File: src/rtl/ps2_keyboard_rx_if.sv
// CPU-side bus of the PS/2 keyboard receiver: pop strobe plus FIFO head and status.
interface ps2_keyboard_rx_if #(
    parameter int AW = 3
);
    logic          rdn;
    logic [9:0]    data;
    logic          ready;
    logic          overflow;
    logic          frame_err;
    logic [AW:0]   level;

    modport master (output rdn, input data, ready, overflow, frame_err, level);
    modport slave  (input rdn, output data, ready, overflow, frame_err, level);
endinterface

File: src/rtl/ps2_keyboard_rx.sv
// PS/2 keyboard receiver: synchronised and filtered pins, 11-bit frame check with
// timeout, optional set-2 E0/F0 prefix merging, fall-through event FIFO.
//
// state  | meaning
// S_IDLE | no prefix pending
// S_E0   | extended prefix seen
// S_F0   | break prefix seen
// S_E0F0 | both prefixes seen
module ps2_keyboard_rx #(
    parameter int AW             = 3,
    parameter int FILTER_LEN     = 4,
    parameter int TIMEOUT_CYCLES = 100000,
    parameter int DECODE         = 1
) (
    input  logic              clk,
    input  logic              clrn,
    input  logic              ps2_clk,
    input  logic              ps2_data,
    ps2_keyboard_rx_if.slave  bus
);
    localparam int          TW         = $clog2(TIMEOUT_CYCLES + 1);
    localparam int          DEPTH      = 2 ** AW;
    localparam logic [AW:0] LEVEL_FULL = (AW + 1)'(DEPTH);

    typedef enum logic [1:0] {S_IDLE, S_E0, S_F0, S_E0F0} dec_t;

    logic          clk_s1, clk_s2, dat_s1, dat_s2;
    logic          filt_clk, filt_prev;
    logic [3:0]    filt_cnt;
    logic [3:0]    bit_cnt;
    logic [9:0]    shift;
    logic [TW-1:0] idle_cnt;
    dec_t          state;
    logic          frame_err;
    logic          strobe, frame_ok, byte_valid;
    logic [7:0]    rx_byte;
    logic          push;
    logic [9:0]    push_word;

    logic [9:0]    mem [DEPTH];
    logic [AW-1:0] wr_ptr, rd_ptr;
    logic [AW:0]   level;
    logic          overflow;
    logic          pop, full, accept, drop;

    always_ff @(posedge clk or negedge clrn) begin
        if (!clrn) begin
            clk_s1    <= 1'b1;
            clk_s2    <= 1'b1;
            dat_s1    <= 1'b1;
            dat_s2    <= 1'b1;
            filt_clk  <= 1'b1;
            filt_prev <= 1'b1;
            filt_cnt  <= '0;
        end else begin
            clk_s1    <= ps2_clk;
            clk_s2    <= clk_s1;
            dat_s1    <= ps2_data;
            dat_s2    <= dat_s1;
            filt_prev <= filt_clk;
            if (clk_s2 != filt_clk) begin
                if (filt_cnt == 4'(FILTER_LEN - 1)) begin
                    filt_clk <= clk_s2;
                    filt_cnt <= '0;
                end else begin
                    filt_cnt <= filt_cnt + 4'd1;
                end
            end else begin
                filt_cnt <= '0;
            end
        end
    end

    // After ten strobes shift holds {parity, d7..d0, start}; dat_s2 is the stop bit.
    assign strobe     = filt_prev & ~filt_clk;
    assign rx_byte    = shift[8:1];
    assign frame_ok   = ~shift[0] & (^shift[9:1]) & dat_s2;
    assign byte_valid = strobe && (bit_cnt == 4'd10) && frame_ok;

    always_comb begin
        push      = 1'b0;
        push_word = '0;
        if (byte_valid) begin
            if (DECODE == 0) begin
                push      = 1'b1;
                push_word = {2'b00, rx_byte};
            end else if (rx_byte != 8'hE0 && rx_byte != 8'hF0) begin
                push      = 1'b1;
                push_word = {(state == S_E0) || (state == S_E0F0),
                             (state == S_F0) || (state == S_E0F0), rx_byte};
            end
        end
    end

    always_ff @(posedge clk or negedge clrn) begin
        if (!clrn) begin
            bit_cnt   <= '0;
            shift     <= '0;
            idle_cnt  <= TW'(TIMEOUT_CYCLES - 1);
            state     <= S_IDLE;
            frame_err <= 1'b0;
        end else begin
            frame_err <= 1'b0;
            if (strobe) begin
                idle_cnt <= TW'(TIMEOUT_CYCLES - 1);
                if (bit_cnt == 4'd10) begin
                    bit_cnt <= '0;
                    if (!frame_ok) begin
                        frame_err <= 1'b1;
                        state     <= S_IDLE;
                    end else if (DECODE != 0) begin
                        if (rx_byte == 8'hE0)
                            state <= (state == S_F0 || state == S_E0F0) ? S_E0F0 : S_E0;
                        else if (rx_byte == 8'hF0)
                            state <= (state == S_E0 || state == S_E0F0) ? S_E0F0 : S_F0;
                        else
                            state <= S_IDLE;
                    end
                end else begin
                    shift   <= {dat_s2, shift[9:1]};
                    bit_cnt <= bit_cnt + 4'd1;
                end
            end else if (bit_cnt != 4'd0) begin
                if (idle_cnt == '0) begin
                    bit_cnt   <= '0;
                    frame_err <= 1'b1;
                    state     <= S_IDLE;
                end else begin
                    idle_cnt <= idle_cnt - 1'b1;
                end
            end
        end
    end

    // A pop frees a slot in the same cycle, so a push into a full FIFO alongside a pop is kept.
    assign pop    = ~bus.rdn & (level != '0);
    assign full   = (level == LEVEL_FULL);
    assign accept = push & (~full | pop);
    assign drop   = push & full & ~pop;

    always_ff @(posedge clk) begin
        if (accept)
            mem[wr_ptr] <= push_word;
    end

    always_ff @(posedge clk or negedge clrn) begin
        if (!clrn) begin
            wr_ptr   <= '0;
            rd_ptr   <= '0;
            level    <= '0;
            overflow <= 1'b0;
        end else begin
            if (accept)
                wr_ptr <= wr_ptr + 1'b1;
            if (pop)
                rd_ptr <= rd_ptr + 1'b1;
            case ({accept, pop})
                2'b10:   level <= level + 1'b1;
                2'b01:   level <= level - 1'b1;
                default: level <= level;
            endcase
            if (drop)
                overflow <= 1'b1;
            else if (pop)
                overflow <= 1'b0;
        end
    end

    assign bus.ready     = (level != '0);
    assign bus.data      = bus.ready ? mem[rd_ptr] : '0;
    assign bus.level     = level;
    assign bus.overflow  = overflow;
    assign bus.frame_err = frame_err;
endmodule
File: src/flat_wrapper.sv
// flat-port wrapper written by rule: the top's interface ports become plain ports
module ps2_keyboard_rx_flat 
#(
    parameter int AW             = 3,
    parameter int FILTER_LEN     = 4,
    parameter int TIMEOUT_CYCLES = 100000,
    parameter int DECODE         = 1
)
  (clk, clrn, ps2_clk, ps2_data, bus_rdn, bus_data, bus_ready, bus_overflow, bus_frame_err, bus_level);
  ps2_keyboard_rx_if #(.AW(AW)) bus_i ();
  input  logic clk;
  input  logic clrn;
  input  logic ps2_clk;
  input  logic ps2_data;
  input wire logic [$bits(bus_i.rdn)-1:0] bus_rdn;
  output wire logic [$bits(bus_i.data)-1:0] bus_data;
  output wire logic [$bits(bus_i.ready)-1:0] bus_ready;
  output wire logic [$bits(bus_i.overflow)-1:0] bus_overflow;
  output wire logic [$bits(bus_i.frame_err)-1:0] bus_frame_err;
  output wire logic [$bits(bus_i.level)-1:0] bus_level;
  assign bus_i.rdn = bus_rdn;
  assign bus_data = bus_i.data;
  assign bus_ready = bus_i.ready;
  assign bus_overflow = bus_i.overflow;
  assign bus_frame_err = bus_i.frame_err;
  assign bus_level = bus_i.level;
  ps2_keyboard_rx #(.AW(AW), .FILTER_LEN(FILTER_LEN), .TIMEOUT_CYCLES(TIMEOUT_CYCLES), .DECODE(DECODE)) u_core (.clk(clk), .clrn(clrn), .ps2_clk(ps2_clk), .ps2_data(ps2_data), .bus(bus_i));
endmodule
File: config.mk
export PLATFORM = sky130hd
export DESIGN_NAME = ps2_keyboard_rx_flat
export DESIGN_NICKNAME = d
export VERILOG_FILES = /design/src/rtl/ps2_keyboard_rx_if.sv /design/src/rtl/ps2_keyboard_rx.sv /design/src/flat_wrapper.sv
export SDC_FILE = /design/constraint.sdc
export NUM_CORES = 1
export LEC_CHECK = 0
export BUFFER_PORTS_ARGS = -buffer_cell sky130_fd_sc_hd__clkbuf_2
export CELL_PAD_IN_SITES_DETAIL_PLACEMENT = 0
export CELL_PAD_IN_SITES_GLOBAL_PLACEMENT = 2
export CORE_UTILIZATION = 40
export CTS_CLUSTER_DIAMETER = 80
export DETAILED_ROUTE_END_ITERATION = 6
export GPL_TIMING_DRIVEN = 0
export PLACE_DENSITY_LB_ADDON = 0.1
export RECOVER_POWER = 50
export SYNTH_ARGS = -nofsm -noshare
export SYNTH_HDL_FRONTEND = slang
export SYNTH_SLANG_ARGS = --single-unit
File: constraint.sdc
create_clock -name clk -period 2.9 [get_ports clk]
set_clock_uncertainty 0.2 [all_clocks]
set_input_delay 0.29 -clock clk [delete_from_list [all_inputs] [get_ports clk]]
set_output_delay 0.29 -clock clk [all_outputs]
set_load 0.005 [all_outputs]
==> reports/metrics.cfg <==
[global_route]
grt_util_all_layers=0.174
grt_max_degree=56
antenna_found_initial=0
grt_pass1_vias=3634
grt-ovfl-total=0
grt_pass1_wl_mm=20.1

[finish]
finish.utilization=0.500
drive_above_1_share=0.288
antennaDiodeCount=0
fin_nets=508
area_growth_pct=21.7

[logic_synthesis]
synth_cell_type_count=57
synth_nets=440
postSynthCellCount=422
synthFlopType=edfxtp_1
synth.area.top_cells=edfxtp_1 40%, dfrtp_1 16%, mux4_2 7.5%
async_flop_share=0.407
synth_edf_count=80
ys_warn_count=0
syn_area_per_cell_um2=14.2
ys_seq_elements=135
netlist.area_leader.share=0.401
netlist_area_um2=6000
yosys.area.top_type=edfxtp_1
yosysSeqAreaShare=0.634

[clocking]
clock-sinks=135
cts_root_buf=clkbuf_16
tritoncts=built
cts_max_path_buffers=2
clk_pin_slew_ps=60
htree_levels=4
cts_buffers=17
clock_latency_ps=420

[sta]
rsz0062_at_grt=yes
finalCritPeriodShare=1.14
max_slew_margin=0.0550
worst_pin_slew_ps=1420
layout_min_cycle_time_ps=3300
fmax_mhz=303
setup_viol=28
setup_ws_ps=-396
fin_hold_ws_ps=27.9
hold_viol_final=0
drv_slew=0

[worst_setup_path]
crit_path_end_kind=flop
arrival_ps=3400
cp_common_cell=buf_6
crit_path_start=u_core.shift[5]
crit_slowest_cell=dfrtp_1
regToRegStartpoint=u_core.shift[5]
crit_path_end=u_core.bus.level[2]
worst_setup_path_start_kind=flop
worstReg2RegEnd=u_core.bus.level[2]
crit_type=flop to flop
rr_worst_depth=12
worstPathRequired_ps=3000
crit_chain=buf_6 > ha_4 > o2111a_2 > or3_1 > buf_6 > nor3_4 > nor2_2 > xor2_1 > ha_2 > or3_4 > mux2_4 > a211o_1
cpPeakStageDelay_ps=400
rrSetupSlack_ps=-400
critPathMaxFanout=4

[die]
rows=44
die_w_um=124
die_y_um=124
num_io_pins=22
die_area_um2=15500
fp.coreArea_um2=14600
start_util=0.411

[pwr]
leakage_nw=2.84
p_total_mw=6.73
peakVddDrop_uv=509
power_density_nw_per_um2=922

[worst_hold_path]
holdCritPathClass=primary input to flop

[drt]
postRouteWirelength_mm=12.4
antenna_left=0
post-route-drc-count=0
vias_per_cell=5.25
wl_per_cell_um=18.0
drt_iter0_markers=247
firstDrtPassIters=6
vias=3608

[status]
violations=setup timing
status=finished with violations

[placement]
portBuffers=21
routabilityCongestion=0.718
dpl.hpwl_mm=8.00

[job]
cap_violations=0

-- where the power goes --
group	switching, mW	internal [mW]	total (mW)
Sequential	0.186	2.23	2.42
Clock	0.803	1.35	2.15
Combinational	1.20	0.960	2.16
Total	2.19	4.54	6.73
-- worst max-delay path: cells and delay by family (launching register included) --
family / cells / cell delay, ps
flops: 1 / 400
mux: 1 / 270
buf+inv: 2 / 270
compound gates: 2 / 530
xor+xnor: 1 / 140
simple gates: 4 / 1020
fa+ha+maj: 2 / 330
-- placed cells by master, fill, tap and decap left out, types with 4 or more instances in the layout --
| cell | count |
|---|---|
| edfxtp_1 | 80 |
| nand2_1 | 42 |
| dfrtp_1 | 39 |
| nor2_1 | 27 |
| clkbuf_2 | 22 |
| buf_4 | 21 |
| mux4_2 | 20 |
| o21ai_0 | 17 |
| clkbuf_16 | 17 |
| inv_1 | 15 |
| dfstp_2 | 15 |
| clkbuf_1 | 11 |
| mux2i_1 | 11 |
| xnor2_1 | 10 |
| ha_1 | 10 |
| xor2_1 | 9 |
| nor4_1 | 9 |
| nor3_1 | 7 |
| and2_1 | 7 |
| nand3_1 | 7 |
| nor4_4 | 5 |
| nand2b_1 | 5 |
| or3_1 | 5 |
| buf_6 | 5 |
| nand4_1 | 4 |
| o211ai_1 | 4 |
-- cells in the mapped netlist (2+ instances only) --
cell and instances:
a211o_1 3, a21oi_1 3, a22o_1 2, a2bb2oi_1 2, and2_1 7, and3_1 2, and4_1 2, buf_1 2
buf_2 4, buf_6 2, clkbuf_1 7, clkbuf_2 2, dfrtp_1 39, dfstp_2 16, edfxtp_1 80, ha_1 13
inv_1 16, mux2_2 3, mux2i_1 11, mux4_2 20, nand2_1 42, nand2b_1 5, nand3_1 7, nand3b_1 3
nand4_1 4, nor2_1 28, nor2b_1 2, nor3_1 9, nor3b_1 3, nor4_1 14, nor4_2 2, o211ai_1 4
o21ai_0 15, o21ai_2 2, or3_1 6, or4_1 2, xnor2_1 10, xor2_1 9
-- through the flow --
step           cells  instance area, um2  setup TNS, ps  setup slack, ps
6_report         687                7300          -4250             -396
5_1_grt          687                7300         -18320             -479
4_1_cts          681                7220         -10130             -381
3_5_place_dp     629                6430         -25380             -556
3_3_place_gp     627                6360         -49480             -983
2_1_floorplan    422                6030          -1000             -278
-- worst min path at each step --
stage	from	end	slack, ps	cells after the start
2_1_floorplan	clrn	u_core.bit_cnt[0]	-210	0
3_3_place_gp	u_core.dat_s1	u_core.dat_s2	150	0
3_5_place_dp	u_core.dat_s1	u_core.dat_s2	150	0
4_1_cts	bus_rdn	u_core.bus.level[3]	6	3
5_1_grt	bus_rdn	u_core.bus.level[3]	40	3
6_report	bus_rdn	u_core.bus.level[3]	30	3
-- final cells by class --
| type | count | area [um2] |
|---|---|---|
| buffer | 16 | 73.8 |
| clock buffer | 19 | 433 |
| clock inverter | 13 | 154 |
| fill | 1278 | 7290 |
| inverter | 16 | 60.1 |
| multi-input combinational | 254 | 2190 |
| sequential | 135 | 3800 |
| tap | 184 | 230 |
| timing repair buffer | 50 | 357 |
-- repair_timing --
action | 4_1_cts | 5_1_grt
pin swaps | 9 | 9
setup buffers | 17 | 7
gates resized for setup | 8 | 10
hold endpoints to repair | 41 | 0
hold buffers | 3 | 0
setup endpoints to repair | 111 | 104
cloned | 0 | 0
-- state kept, by name, indices dropped and copies added, names as in the netlist --
name,flops
u_core.mem,80
u_core.idle_cnt,17
u_core.state,2
u_core.bus.frame_err,1
u_core.filt_prev,1
u_core.bus.overflow,1
u_core.shift,10
u_core.filt_cnt,4
u_core.dat_s2,1
u_core.wr_ptr,3
u_core.dat_s1,1
u_core.clk_s1,1
u_core.clk_s2,1
u_core.bus.level,4
u_core.rd_ptr,3
u_core.bit_cnt,4
u_core.filt_clk,1
-- per-layer routing --
metal,global-route usage,vias to the layer above,share of wire
li1,-,1721,-
met3,0.0464,10,0.023
met2,0.288,33,0.52
met4,0.0574,0,0.010
met5,0,-,0
met1,0.220,1844,0.45
-- logic make-up after synthesis --
| group | count (synthesis) | synth area share |
|---|---|---|
| buf+inv | 33 | 0.0244 |
| xor+xnor | 22 | 0.0390 |
| compound gates | 42 | 0.0503 |
| mux | 34 | 0.0991 |
| simple gates | 143 | 0.126 |
| flops | 135 | 0.634 |
| fa+ha+maj | 13 | 0.0271 |
(Power assumes the default switching activity.)
